==> config.mk <==
export PLATFORM = sky130hd
export DESIGN_NAME = slim_motion
export DESIGN_NICKNAME = d
export VERILOG_FILES = /design/src/rtl/slim_motion.sv
export SDC_FILE = /design/constraint.sdc
export NUM_CORES = 1
export LEC_CHECK = 0
export BUFFER_PORTS_ARGS = -buffer_cell sky130_fd_sc_hd__buf_2
export CAP_MARGIN = 15
export CORE_ASPECT_RATIO = 1.25
export CORE_MARGIN = 4
export CORE_UTILIZATION = 40
export CTS_BUF_LIST = sky130_fd_sc_hd__clkbuf_2
export CTS_CLUSTER_SIZE = 25
export DETAILED_ROUTE_END_ITERATION = 12
export GPL_ROUTABILITY_DRIVEN = 0
export PLACE_DENSITY_LB_ADDON = 0.25
export SYNTH_ARGS = -nofsm -noshare
export SYNTH_HDL_FRONTEND = slang
export SYNTH_SLANG_ARGS = --single-unit
export TNS_END_PERCENT = 20
==> constraint.sdc <==
create_clock -name clk -period 4.52 [get_ports clk]
set_input_delay 0.904 -clock clk [delete_from_list [all_inputs] [get_ports clk]]
set_output_delay 0.904 -clock clk [all_outputs]
set_load 0.01 [all_outputs]
==> src/rtl/slim_motion.sv <==
// Patrol controller for one slime enemy: walks between two x bounds, pauses at each bound,
// stops while frozen, then runs a blinking thaw delay before resuming in its saved direction.
module slim_motion #(
    parameter logic [9:0]  X_MIN      = 10'd40,
    parameter logic [9:0]  X_MAX      = 10'd500,
    parameter logic [8:0]  Y_FLOOR    = 9'd300,
    parameter logic [9:0]  STEP       = 10'd2,
    parameter logic [23:0] STEP_DIV   = 24'd1000000,
    parameter logic [3:0]  TURN_TICKS = 4'd8,
    parameter logic [3:0]  THAW_TICKS = 4'd12
) (
    input  logic       clk,
    input  logic       rst_n,
    input  logic       en,
    input  logic       frozen,
    output logic [9:0] x_slim,
    output logic [8:0] y_slim,
    output logic       dir,
    output logic       moving,
    output logic       blink
);

    typedef enum logic [2:0] {WALK_R, WALK_L, TURN, FROZEN, THAW} state_t;

    state_t      state, state_nxt;
    logic [23:0] tcnt;
    logic        tick;
    logic [3:0]  pcnt, pcnt_nxt, pcnt_inc;
    logic [9:0]  x_nxt;
    logic        dir_nxt, moving_nxt, blink_nxt;
    logic [10:0] x_inc;

    assign tick     = en && (tcnt == STEP_DIV - 24'd1);
    assign pcnt_inc = pcnt + 4'd1;
    // 11-bit sum so a right step near the top of the range cannot wrap
    assign x_inc    = {1'b0, x_slim} + {1'b0, STEP};
    assign y_slim   = Y_FLOOR;

    always_ff @(posedge clk or negedge rst_n) begin
        if (!rst_n) begin
            state  <= WALK_R;
            x_slim <= X_MIN;
            dir    <= 1'b0;
            pcnt   <= 4'd0;
            tcnt   <= 24'd0;
            moving <= 1'b0;
            blink  <= 1'b0;
        end else begin
            state  <= state_nxt;
            x_slim <= x_nxt;
            dir    <= dir_nxt;
            pcnt   <= pcnt_nxt;
            tcnt   <= (!en || tick) ? 24'd0 : tcnt + 24'd1;
            moving <= moving_nxt;
            blink  <= blink_nxt;
        end
    end

    always_comb begin
        state_nxt = state;
        x_nxt     = x_slim;
        dir_nxt   = dir;
        pcnt_nxt  = pcnt;
        if (en) begin
            // a freeze request pre-empts any move scheduled for this cycle
            if (frozen && state != FROZEN) begin
                state_nxt = FROZEN;
            end else begin
                case (state)
                    FROZEN: if (!frozen) begin
                        state_nxt = THAW;
                        pcnt_nxt  = 4'd0;
                    end
                    THAW, TURN: if (tick) begin
                        pcnt_nxt = pcnt_inc;
                        if (pcnt_inc == ((state == THAW) ? THAW_TICKS : TURN_TICKS)) begin
                            state_nxt = dir ? WALK_L : WALK_R;
                            pcnt_nxt  = 4'd0;
                        end
                    end
                    WALK_R: if (tick) begin
                        if (x_inc >= {1'b0, X_MAX}) begin
                            x_nxt     = X_MAX;
                            dir_nxt   = 1'b1;
                            state_nxt = TURN;
                            pcnt_nxt  = 4'd0;
                        end else begin
                            x_nxt = x_inc[9:0];
                        end
                    end
                    WALK_L: if (tick) begin
                        // compare before subtracting so x never underflows
                        if ({1'b0, x_slim} <= {1'b0, X_MIN} + {1'b0, STEP}) begin
                            x_nxt     = X_MIN;
                            dir_nxt   = 1'b0;
                            state_nxt = TURN;
                            pcnt_nxt  = 4'd0;
                        end else begin
                            x_nxt = x_slim - STEP;
                        end
                    end
                    default: state_nxt = WALK_R;
                endcase
            end
        end
    end

    always_comb begin
        moving_nxt = en && (state_nxt == WALK_R || state_nxt == WALK_L);
        blink_nxt  = (state_nxt == THAW) && pcnt_nxt[0];
    end

endmodule

Word-level counts from Yosys, hierarchy flattened
Cells that the tools add are included.

storage, ports and cells
  flip-flop bits (word level) = 44
  bits of input ports = 4
  output and inout port bits = 22
  word-level logic and storage cells = 78

operators by class
  $add $sub $neg = 4
  magnitude comparators = 2
  equality and inequality tests = 15
  multiplexer cells = 33
  bitwise logic cells = 1
  reduce and logical (&&, ||, !) cells = 15

operators with widths
  kind                   count
  $mux 10                4
  $mux 3                 10
  $mux 4                 7
  $add 24x1->24 const B  1
  $eq 24x20->1 const B   1
  $mux 24                1
  $pmux 10 s2            1
  $pmux 4 s4             1
  $ne 2x2->1 const B     6
  $pmux 3 s4             1
  $add 10x2->11 const B  1
  $ge 11x9->1 const B    1
  $le 10x6->1 const B    1
  $sub 10x2->10 const B  1
  $reduce_and 9->1       1
  $mux 1                 7
  $reduce_and 7->1       1
  $eq 3x1->1 const B     2
  $eq 3x2->1 const B     2
  $eq 3x3->1 const B     2
  $logic_not 3->1        2
  $reduce_and 5->1       1
  $add 4x1->4 const B    1
  $eq 4x4->1             1
  other kinds (9)        13

Depth between registers and ports, before layout
Gate-level depths: netlist (run 1).

  depth after elaboration = 11
  gate-level depth with buffers = 9
  mapped depth without buffers = 9

Worst setup path before layout (run 1)
OpenSTA, ideal clock, no wires.

  path kind = register -> register
  start = register x_slim[1]
  end = register blink
  setup time = 111 ps
  arrival time = 2178 ps
  data required time = 4409 ps
  path slack = 2230 ps
  cell stages (with the launch flop) = 10
  buffers on the path = 0
  period minus slack after synthesis = 2290 ps
  cells stage by stage = dfrtp_1 inv_1 ha_1 o21bai_1 a31oi_1 o2111ai_1 a21oi_1 o211ai_1 mux2i_1 a2111oi_2

on the way
  cells in the longest elaborated chain, start to end = 9
  elaborated cells on any way between the ends = 19
  those cells by class = 1 x add/sub; 2 x order compare; 1 x eq/ne; 14 x mux; 1 x reduce/logical

ends and longest elaborated chain
  element                 RTL line  source
  start, declared         16        output logic [9:0] x_slim,
  start signal, assigned  50        x_slim <= x_nxt;
  $add 10x2->11           36        assign x_inc = {1'b0, x_slim} + {1'b0, STEP};
  $ge 11x9->1             82        if (x_inc >= {1'b0, X_MAX}) begin
  $mux 3                  82
  $mux 3                  81        WALK_R: if (tick) begin
  $pmux 3 s4              69        case (state)
  $mux 3                  66        if (frozen && state != FROZEN) begin
  $mux 3                  64        if (en) begin
  $eq 3x3->1              110       blink_nxt = (state_nxt == THAW) && pcnt_nxt[0];
  $logic_and 1x1->1 *     110
  net blink_nxt           30        logic dir_nxt, moving_nxt, blink_nxt;
  end signal, assigned    55        blink <= blink_nxt;
  end, declared           20        output logic blink

Mark *: on every way through the listed nets, which the timed path passes. The rest lies on a longest branch. The select of a mux whose other input is x is not followed.
A chain may end at the register's enable or synchronous reset.

Worst setup path after layout (run 1)
Ends and elaborated chain as after synthesis.

==> run_results.csv, run 1 <==
group,metric,value,unit
sta,slew_viol_final,0,
global_route,grt_overflow,0,
sta,setup_ws,1.964,ns
route,antenna_left,0,
clock_network,cts_tree,"done",
sta,timing.final.crit_share,56.55,%
power_and_ir_drop,combinationalPowerShare,11.9,%
route,drt-initial-drc-count,123,
clock_network,root_buffer,"clkbuf_2",
sta,setup-violations-final,0,
cells_and_area,nets,354,
clock_network,cts_buffer_depth,2,
logic_synthesis,ys_async_sr_fraction,100.0,%
route,vias_per_cell,5.432,
cells_and_area,areaGrowthSynthToFinish,2.418,%
clock_network,h-tree-depth,2,
power_and_ir_drop,intPower,457.2,uW
clock_network,numClockSinks,43,
cells_and_area,final-seq-area,0.001079,sq mm
place,dp_hpwl,4428,um
logic_synthesis,synth_top_area_share,35.41,%
cells_and_area,drive_gt1_share,12.17,%
sta,fin_tns_setup,0,ns
logic_synthesis,netlist_area,0.002898,sq mm
run,drv_cap,0,
global_route,grt_max_degree,44,
worst_setup_path,cp.arrival,2.87,ns
route,drc_errors,0,
route,first_pass_iters,4,
global_route,grt_pass1_wl,10320,um
logic_synthesis,yosys-top-cells-area,"dfrtp_1, xnor2_1, o21ai_0",
route,wire_per_inst,13.99,um
logic_synthesis,postSynthAreaPerCell,8.523,sq um
cells_and_area,multiInputGateArea,0.001610,sq mm
worst_setup_path,crit_type,"reg2reg",
power_and_ir_drop,p_leak,0.001224,uW
power_and_ir_drop,power_density,218.7,mW/mm^2
clock_network,post_cts_buffers,0,
sta,fin_worst_skew,0.01886,ns
place,io_buffer_count,15,
place,dp_slack,1.984,ns
sta,clock.fmax,0.3912,GHz
logic_synthesis,synth_area_leader_cell,"dfrtp_1",
route,num_vias,2363,
clock_network,clk_latency,0.40,ns
route,totalWireLength,6084,um
global_route,antenna_found_initial,0,
power_and_ir_drop,seqPwrFrac,62.5,%
worst_setup_path,critPathMaxFanout,8,
floorplan,rows,34,
worst_setup_path,crit_path_end_kind,"flip-flop",
outcome,status,"finished clean",
power_and_ir_drop,swShare,29.58,%
power_and_ir_drop,finalPower,649.2,uW
logic_synthesis,synth.most_common_cell,"dfrtp_1",
logic_synthesis,yosys_warnings,0,
cells_and_area,diodes,0,
cells_and_area,nFillCells,721,
power_and_ir_drop,ir_drop,0.0001001,V
sta,rsz0062_at_grt,"no",
sta,tightest_slew,0.9627,ns
floorplan,io_pins,26,
global_route,grt_pass1_vias,2221,
worst_setup_path,start_kind,"flip-flop",
power_and_ir_drop,clkPwrFrac,25.7,%
sta,relSlewSlack,35.82,%
floorplan,die_h,103.2,um
floorplan,placeableCoreArea,0.007019,sq mm
global_route,grt_usage,14.52,%
clock_network,hold_buffers,0,
logic_synthesis,synth_cell_type_count,60,
logic_synthesis,ys_seq_area_share,37.22,%
sta,hold_viol,0,
clock_network,clk_pin_slew,0.21,ns
logic_synthesis,synth_seq_cells,43,
logic_synthesis,synth_common_cells,"dfrtp_1, nor2_1, nand2_1",
min_path,hp-class,"reg2reg",
floorplan,dieArea,0.008679,sq mm
floorplan,die-width,84.13,um
logic_synthesis,synth-edff-count,0,
floorplan,initial_utilization,41.28,%
clock_network,cts_resized,0,
sta,period_needed,2.556,ns
logic_synthesis,synth_ff_type,"dfrtp_1",
power_and_ir_drop,switching_power,192.1,uW
logic_synthesis,synthCells,340,
worst_setup_path,required,4.83,ns
clock_network,cts_inserted_buffers,5,
## metrics by stage
step | hold slack (ns) | area, sq um | util [%] | instances
final | 0.4991 | 2968 | 42.28 | 435
after global routing | 0.5353 | 2968 | 42.28 | 435
after CTS | 0.5064 | 2968 | 42.28 | 435
after detailed placement | 0.4819 | 2925 | 41.68 | 427
after global placement | 0.4727 | 2925 | 41.68 | 427
after floorplan | 0.4547 | 2928 | - | 348
## final timing paths
| kind | slack, ns | to | from | cells past startpoint |
|---|---|---|---|---|
| min reg2reg | 0.50 | tcnt[0]$_DFF_PN0_ | tcnt[0]$_DFF_PN0_ | 1 |
| max in group asynchronous | 3.31 | x_slim[7]$_DFFE_PN0P_ | rst_n | 1 |
| min | 0.50 | tcnt[0]$_DFF_PN0_ | tcnt[0]$_DFF_PN0_ | 1 |
| max reg2reg | 1.96 | blink$_DFF_PN0_ | x_slim[1]$_DFFE_PN0P_ | 9 |
| max | 1.96 | blink$_DFF_PN0_ | x_slim[1]$_DFFE_PN0P_ | 9 |
| min in group asynchronous | 0.61 | tcnt[6]$_DFF_PN0_ | rst_n | 1 |
## cell type report
cell class | instances | area share [%]
Timing Repair Buffer | 15 | 2.530
Inverter | 13 | 1.644
Clock buffer | 6 | 1.012
Clock inverter | 2 | 0.4216
Tap cell | 90 | 3.794
Sequential cell | 43 | 36.34
Multi-Input combinational cell | 266 | 54.26
## state kept, by name, indices dropped and copies added, names as in the netlist
register,count
state,3
pcnt,4
blink,1
dir,1
tcnt,24
moving,1
x_slim,9
## cells in the final DEF (no fill, tap or decap), types with 2 or more instances in the layout
cell type | netlist | final
a31oi_1 | 7 | 7
or3_1 | 4 | 4
or2_2 | 4 | 4
and3_1 | 7 | 7
nand3_1 | 17 | 17
xor2_1 | 7 | 7
o41ai_1 | 2 | 2
nand2_1 | 29 | 29
nand4b_1 | 2 | 2
nand4_1 | 6 | 6
nand2b_1 | 2 | 2
xnor2_1 | 18 | 18
o31ai_1 | 3 | 3
nor2_1 | 37 | 37
dfrtp_1 | 41 | 41
nor3b_1 | 2 | 2
a21oi_1 | 21 | 21
inv_1 | 13 | 13
buf_2 | 5 | 15
ha_1 | 6 | 6
o211ai_1 | 4 | 4
nor3_1 | 8 | 8
and4_1 | 3 | 3
conb_1 | 2 | 10
nor4b_1 | 2 | 2
nor2b_1 | 3 | 3
dfstp_2 | 2 | 2
and2_2 | 3 | 3
and2_1 | 2 | 2
nor4_1 | 3 | 3
o21bai_1 | 2 | 2
o21ai_0 | 28 | 28
clkbuf_2 | 0 | 6
## worst max-delay path, cell delays in order (launching register included)
cell and delay (ns):
dfrtp_1 0.50, inv_1 0.11, ha_1 0.36, o21bai_1 0.14, a31oi_1 0.11, o2111ai_1 0.24, a21oi_1 0.10, o211ai_1 0.42
mux2i_1 0.20, a2111oi_2 0.29
## logic make-up (layout without fill, tap and decap cells)
group	count (synthesis)	count (layout)	share of synthesized area, %
fa+ha+maj	6	6	2.591
compound gates	81	81	17.23
simple gates	142	142	26.04
flops	43	43	37.22
other cells	2	10	0.2592
mux	2	2	0.8634
buf+inv	39	36	8.247
xor+xnor	25	25	7.556
## routing by layer
| metal | track usage [%] | routed length (um) | vias up |
|---|---|---|---|
| met4 | 4.579 | 67 | 0 |
| li1 | - | - | 1181 |
| met2 | 25.52 | 3065 | 37 |
| met1 | 18.17 | 2786 | 1141 |
| met5 | 0 | 0 | - |
| met3 | 2.638 | 164 | 4 |
## power by group through the flow
stage / logic, uW / clock network (uW) / registers [uW]
floorplan: 79.1 / 0 / 403
global placement: 77.3 / 0 / 412
detailed placement: 77.4 / 0 / 412
CTS: 77.8 / 173 / 406
global route: 87.1 / 189 / 407
finish: 76.9 / 167 / 406
Power figures use the tool's default switching activity.
==> inputs of run 2 (changes only) <==
Settings changed: ABC_AREA set to 1.
Clock period 4.52 ns to 2.17 ns, I/O delays scaled along.
==> run_results.csv, run 2 <==
group,metric,value,unit
power_and_ir_drop,intPower,1330,uW
sta,period_needed,1.992,ns
sta,relSlewSlack,60.68,%
clock_network,cts_buffer_depth,2,
floorplan,initial_utilization,41.21,%
clock_network,numClockSinks,43,
route,num_vias,2677,
cells_and_area,nets,457,
sta,timing.final.crit_share,91.79,%
power_and_ir_drop,combinationalPowerShare,27.5,%
clock_network,h-tree-depth,2,
logic_synthesis,yosys-top-cells-area,"dfrtp_1, nand2_1, nor2_1",
place,dp_hpwl,5323,um
min_path,hp-class,"in2reg",
logic_synthesis,synth-edff-count,0,
worst_setup_path,r2r_cells,12,
route,route.met3.wl,203,um
cells_and_area,diodes,0,
place,io_buffer_count,15,
route,wire_per_inst,12.47,um
logic_synthesis,ys_async_sr_fraction,100.0,%
worst_setup_path,cp.arrival,2.32,ns
clock_network,clk_latency,0.41,ns
cells_and_area,drive_gt1_share,18.75,%
floorplan,dieArea,0.009045,sq mm
power_and_ir_drop,swShare,34.78,%
logic_synthesis,synth_seq_cells,43,
clock_network,post_cts_buffers,0,
logic_synthesis,synth_ff_type,"dfrtp_1",
route,drc_errors,0,
power_and_ir_drop,switching_power,709.3,uW
power_and_ir_drop,finalPower,2039,uW
floorplan,io_pins,26,
cells_and_area,multiInputGateArea,0.001650,sq mm
clock_network,cts_tree,"done",
route,top_layer,"met4",
route,dr_wl_met2,3427,um
logic_synthesis,yosys_warnings,0,
logic_synthesis,synth_cell_type_count,41,
cells_and_area,regMostFlops,"tcnt",
cells_and_area,layout.cells.non_filler,540,
worst_setup_path,required,2.50,ns
logic_synthesis,synth_top_area_share,33.84,%
cells_and_area,nFillCells,765,
worst_setup_path,critPathMaxFanout,13,
power_and_ir_drop,p_leak,0.001624,uW
sta,fin_worst_skew,0.01546,ns
logic_synthesis,synth_common_cells,"nand2_1, nor2_1, inv_1",
route,antenna_left,0,
route,wl_met1,2925,um
global_route,antenna_found_initial,0,
worst_setup_path,crit_type,"reg2reg",
floorplan,die-width,85.87,um
logic_synthesis,synth_area_leader_cell,"dfrtp_1",
clock_network,cts_inserted_buffers,5,
run,drv_cap,0,
min_path,min_path_cells,3,
place,placed_cells,531,
power_and_ir_drop,power_density,618.8,mW/mm^2
sta,fin_tns_setup,0,ns
cells_and_area,final_common_cell,"nand2_1",
cells_and_area,final-seq-area,0.001079,sq mm
global_route,grt_pass1_wl,11560,um
power_and_ir_drop,clkPwrFrac,28.9,%
floorplan,die_h,105.3,um
cells_and_area,largest_reg_flops,24,
sta,tightest_slew,0.5898,ns
route,first_pass_iters,4,
route,drt-initial-drc-count,129,
logic_synthesis,netlist_area,0.003032,sq mm
sta,hold_viol,0,
worst_setup_path,crit_path_end_kind,"flip-flop",
global_route,grt_overflow,0,
sta,setup-violations-final,0,
cells_and_area,layout_common_cells,"nand2_1, nor2_1, inv_1, dfrtp_1, nand3_1",
floorplan,rows,35,
logic_synthesis,ys_seq_area_share,35.58,%
route,vias_per_cell,4.957,
global_route,grt_pass1_vias,2609,
clock_network,clk_pin_slew,0.24,ns
logic_synthesis,postSynthAreaPerCell,7.150,sq um
cells_and_area,reg.largest.list,"tcnt x24, x_slim x9, pcnt x4",
global_route,grt_usage,15.62,%
sta,slew_viol_final,0,
route,totalWireLength,6733,um
floorplan,placeableCoreArea,0.007357,sq mm
power_and_ir_drop,seqPwrFrac,43.6,%
sta,rsz0062_at_grt,"no",
logic_synthesis,synth.most_common_cell,"nand2_1",
cells_and_area,areaGrowthSynthToFinish,8.708,%
worst_setup_path,start_kind,"flip-flop",
outcome,status,"finished clean",
global_route,grt_max_degree,26,
sta,clock.fmax,0.5021,GHz
power_and_ir_drop,ir_drop,0.0002929,V
logic_synthesis,synthCells,424,
clock_network,root_buffer,"clkbuf_2",
cells_and_area,final_util,44.80,%
==> run 2: routing by layer <==
layer | vias to the layer above | track usage [%]
met2 | 46 | 27.07
met4 | 0 | 6.787
met5 | - | 0
li1 | 1389 | -
met3 | 16 | 2.815
met1 | 1226 | 18.57
==> run 2: worst paths after layout <==
kind / to / slack (ns) / startpoint
min reg2reg: tcnt[17]$_DFF_PN0_ / 0.48 / tcnt[17]$_DFF_PN0_
min: moving$_DFF_PN0_ / 0.31 / frozen
max reg2reg: x_slim[4]$_DFFE_PN0P_ / 0.18 / tcnt[0]$_DFF_PN0_
min in group asynchronous: x_slim[8]$_DFFE_PN0P_ / 0.51 / rst_n
max: x_slim[4]$_DFFE_PN0P_ / 0.18 / tcnt[0]$_DFF_PN0_
max in group asynchronous: tcnt[17]$_DFF_PN0_ / 1.08 / rst_n
==> run 2: cells by family after synthesis <==
| logic type | after synthesis | share of synthesized area, % |
|---|---|---|
| adder cells (fa/ha/maj) | 6 | 2.476 |
| AO/OA/AOI/OAI | 64 | 12.30 |
| other | 2 | 0.2477 |
| flip-flops | 43 | 35.58 |
| XOR/XNOR | 9 | 2.600 |
| buffers and inverters | 75 | 10.98 |
| AND/OR/NAND/NOR | 225 | 35.82 |
==> run 2: repair_timing <==
| action | CTS | global route |
|---|---|---|
| endpoints found under the hold margin | 21 | 0 |
| hold buffers | 1 | 0 |
| gates resized for setup | 0 | 1 |
| endpoints found under the setup margin | 0 | 1 |
==> run 2: worst max-delay path, cell delays in order (launching register included) <==
cell and delay, ns:
dfrtp_1 0.44, ha_1 0.20, nand2_2 0.08, nor2_4 0.13, nand2_1 0.11, nor2_2 0.12, nand4_2 0.17, clkinv_2 0.12
nand2_4 0.09, inv_4 0.14, o21ai_0 0.09, a21oi_1 0.16, a21oi_1 0.06
==> run 2: power groups by stage <==
| stage | combinational, uW | sequential, uW | clock (uW) |
|---|---|---|---|
| 4_1_cts | 570 | 891 | 614 |
| 6_report | 561 | 889 | 589 |
| 5_1_grt | 644 | 898 | 644 |
| 2_1_floorplan | 433 | 898 | 0 |
| 3_5_place_dp | 566 | 905 | 0 |
| 3_3_place_gp | 557 | 905 | 0 |
==> run 2: stage by stage <==
step | worst slack (ns) | hold WS [ns] | cell area [sq um]
floorplan | 0.4489 | 0.1384 | 3062
global placement | 0.1746 | 0.4532 | 3191
detailed placement | 0.1679 | 0.4626 | 3191
CTS | 0.1385 | 0.2674 | 3293
global route | 0.05315 | 0.2415 | 3296
finish | 0.1782 | 0.3083 | 3296
==> run 2: cell type report <==
type                    count  area share, %
flip-flops and latches     43          32.73
clock inverters             3          2.050
well taps                  92          3.493
clock buffers               5         0.7593
repair buffers             21          3.721
multi-input cells         314          50.08
inverters                  62          7.175
==> inputs of run 3 (changes only) <==
Settings changed: BUFFER_PORTS_ARGS -buffer_cell sky130_fd_sc_hd__buf_2 to -buffer_cell sky130_fd_sc_hd__clkbuf_2.
Clock period 2.17 ns to 2.2 ns, I/O delays scaled along.
==> run_results.csv, run 3 (synthesis gave the netlist of run 2 again) <==
group,metric,value,unit
worst_setup_path,path_delay_family,"simple AND/OR/NAND/NOR gates",
cells_and_area,regMostFlops,"tcnt",
cells_and_area,largest_reg_flops,24,
worst_setup_path,crit_chain,"ha_1 > nand2_2 > nor2_4 > nand2_1 > nor2_2 > nand4_2 > clkinv_2 > nand2_4 > inv_2 > o21ai_0 > a21oi_1 > a21oi_1",
clock_network,cts_inserted_buffers,5,
sta,fin_tns_setup,0,ns
cells_and_area,areaGrowthSynthToFinish,6.150,%
cells_and_area,diodes,0,
route,totalWireLength,6650,um
clock_network,h-tree-depth,2,
floorplan,io_pins,26,
sta,slew_viol_final,0,
sta,period_needed,1.968,ns
worst_setup_path,crit_type,"reg2reg",
clock_network,clk_latency,0.42,ns
global_route,grt_max_degree,44,
clock_network,hold_buffers,0,
worst_setup_path,cp.arrival,2.32,ns
worst_setup_path,path_depth,12,
clock_network,cts_tree,"done",
route,dr_wl_met2,3450,um
route,drc_errors,0,
place,dpl_cell_area,0.003176,sq mm
floorplan,rows,35,
cells_and_area,nets,454,
clock_network,numClockSinks,43,
cells_and_area,layout.cells.non_filler,537,
worst_setup_path,slowest_stage,"dfrtp_1",
cells_and_area,final_common_cell,"nand2_1",
sta,hold_viol,0,
cells_and_area,multiInputGateArea,0.001650,sq mm
sta,fin_worst_skew,0.04105,ns
floorplan,die_h,105.3,um
floorplan,placeableCoreArea,0.007357,sq mm
floorplan,die-width,85.87,um
floorplan,initial_utilization,41.21,%
worst_setup_path,r2r_cells,12,
worst_setup_path,required,2.55,ns
clock_network,post_cts_buffers,0,
place,dp_hpwl,5213,um
sta,clock.fmax,0.5081,GHz
place,placed_cells,529,
worst_setup_path,critPathMaxFanout,13,
cells_and_area,drive_gt1_share,18.43,%
place,dp_slack,0.2106,ns
sta,setup_ws,0.2318,ns
global_route,grt_pass1_vias,2650,
route,num_vias,2649,
floorplan,dieArea,0.009045,sq mm
clock_network,root_buffer,"clkbuf_2",
cells_and_area,layout_common_cells,"nand2_1, nor2_1, inv_1, dfrtp_1, nand3_1",
sta,tightest_slew,0.5579,ns
route,antenna_left,0,
cells_and_area,reg.largest.list,"tcnt x24, x_slim x9, pcnt x4",
sta,whs,0.04389,ns
min_path,hp-class,"in2async",
clock_network,clk_pin_slew,0.25,ns
sta,relSlewSlack,62.81,%
route,vias_per_cell,4.933,
sta,timing.final.crit_share,89.47,%
route,wire_per_inst,12.38,um
global_route,grt_usage,16.03,%
run,drv_cap,0,
global_route,grt_pass1_wl,11920,um
global_route,antenna_found_initial,0,
worst_setup_path,crit_path_end_kind,"flip-flop",
sta,setup-violations-final,0,
clock_network,cts_resized,0,
cells_and_area,design_area,0.003218,sq mm
outcome,status,"finished clean",
clock_network,cts_buffer_depth,2,
route,first_pass_iters,4,
power_and_ir_drop,p_leak,0.001602,uW
worst_setup_path,start_kind,"flip-flop",
cells_and_area,nFillCells,759,
route,top_layer,"met4",
global_route,grt_overflow,0,
worst_setup_path,critical_path_buf_inv_count,2,
worst_setup_path,cp_slowest_stage_delay,0.43,ns
sta,rsz0062_at_grt,"no",
route,drt-initial-drc-count,100,
place,io_buffer_count,15,
cells_and_area,final-seq-area,0.001079,sq mm
worst_setup_path,path_common_cell,"a21oi_1",
power_and_ir_drop,power_density,555.8,mW/mm^2
route,route.met3.wl,157,um
power_and_ir_drop,ir_drop,0.0002354,V
route,wl_met1,2914,um
-- run 3: changes by cell type in the layout (fill, tap and decap cells not counted) --
cell           before  now
inv_2              12   13
inv_4               1    0
buf_4               5    3
buf_2              15    0
dlygate4sd3_1       1    0
clkbuf_2            5   21
clkinv_2            1    2
bufinv_16           2    0
-- run 3: layout make-up --
type | count | share of cell area [%]
multi-input cells | 314 | 51.28
flip-flops and latches | 43 | 33.51
inverters | 62 | 7.271
well taps | 92 | 3.577
repair buffers | 18 | 3.033
clock buffers | 6 | 0.9331
clock inverters | 2 | 0.3888
-- run 3: through the flow --
stage          power (uW)  utilization [%]
2_1_floorplan        1313                -
3_3_place_gp         1440            43.16
3_5_place_dp         1446            43.16
4_1_cts              1810            43.74
5_1_grt              1918            43.74
6_report             1789            43.74
-- run 3: path summary, 6_finish.rpt --
check / start / to / slack, ns
max: tcnt[0]$_DFF_PN0_ / x_slim[4]$_DFFE_PN0P_ / 0.23
min: rst_n / x_slim[4]$_DFFE_PN0P_ / 0.04
max reg2reg: tcnt[0]$_DFF_PN0_ / x_slim[4]$_DFFE_PN0P_ / 0.23
min reg2reg: tcnt[17]$_DFF_PN0_ / tcnt[17]$_DFF_PN0_ / 0.49
max in group asynchronous: rst_n / tcnt[9]$_DFF_PN0_ / 1.73
min in group clk: frozen / moving$_DFF_PN0_ / 0.34
-- run 3: worst reg2reg max path, stage by stage (launching register included) --
cell,delay (ns)
dfrtp_1,0.43
ha_1,0.19
nand2_2,0.08
nor2_4,0.13
nand2_1,0.08
nor2_2,0.11
nand4_2,0.17
clkinv_2,0.13
nand2_4,0.09
inv_2,0.19
o21ai_0,0.11
a21oi_1,0.17
a21oi_1,0.06
-- run 3: where the power goes --
part / leakage, uW / total [uW] / internal [uW] / switching, uW
sequential: 0.000546 / 881 / 834 / 46.6
combinational: 0.00103 / 554 / 170 / 384
clock: 0.0000290 / 353 / 81.2 / 272
-- run 3: layer usage --
layer | track usage [%] | vias to the layer above
li1 | - | 1377
met1 | 19.07 | 1226
met2 | 28.50 | 35
met3 | 2.658 | 11
met4 | 5.769 | 0
met5 | 0 | -
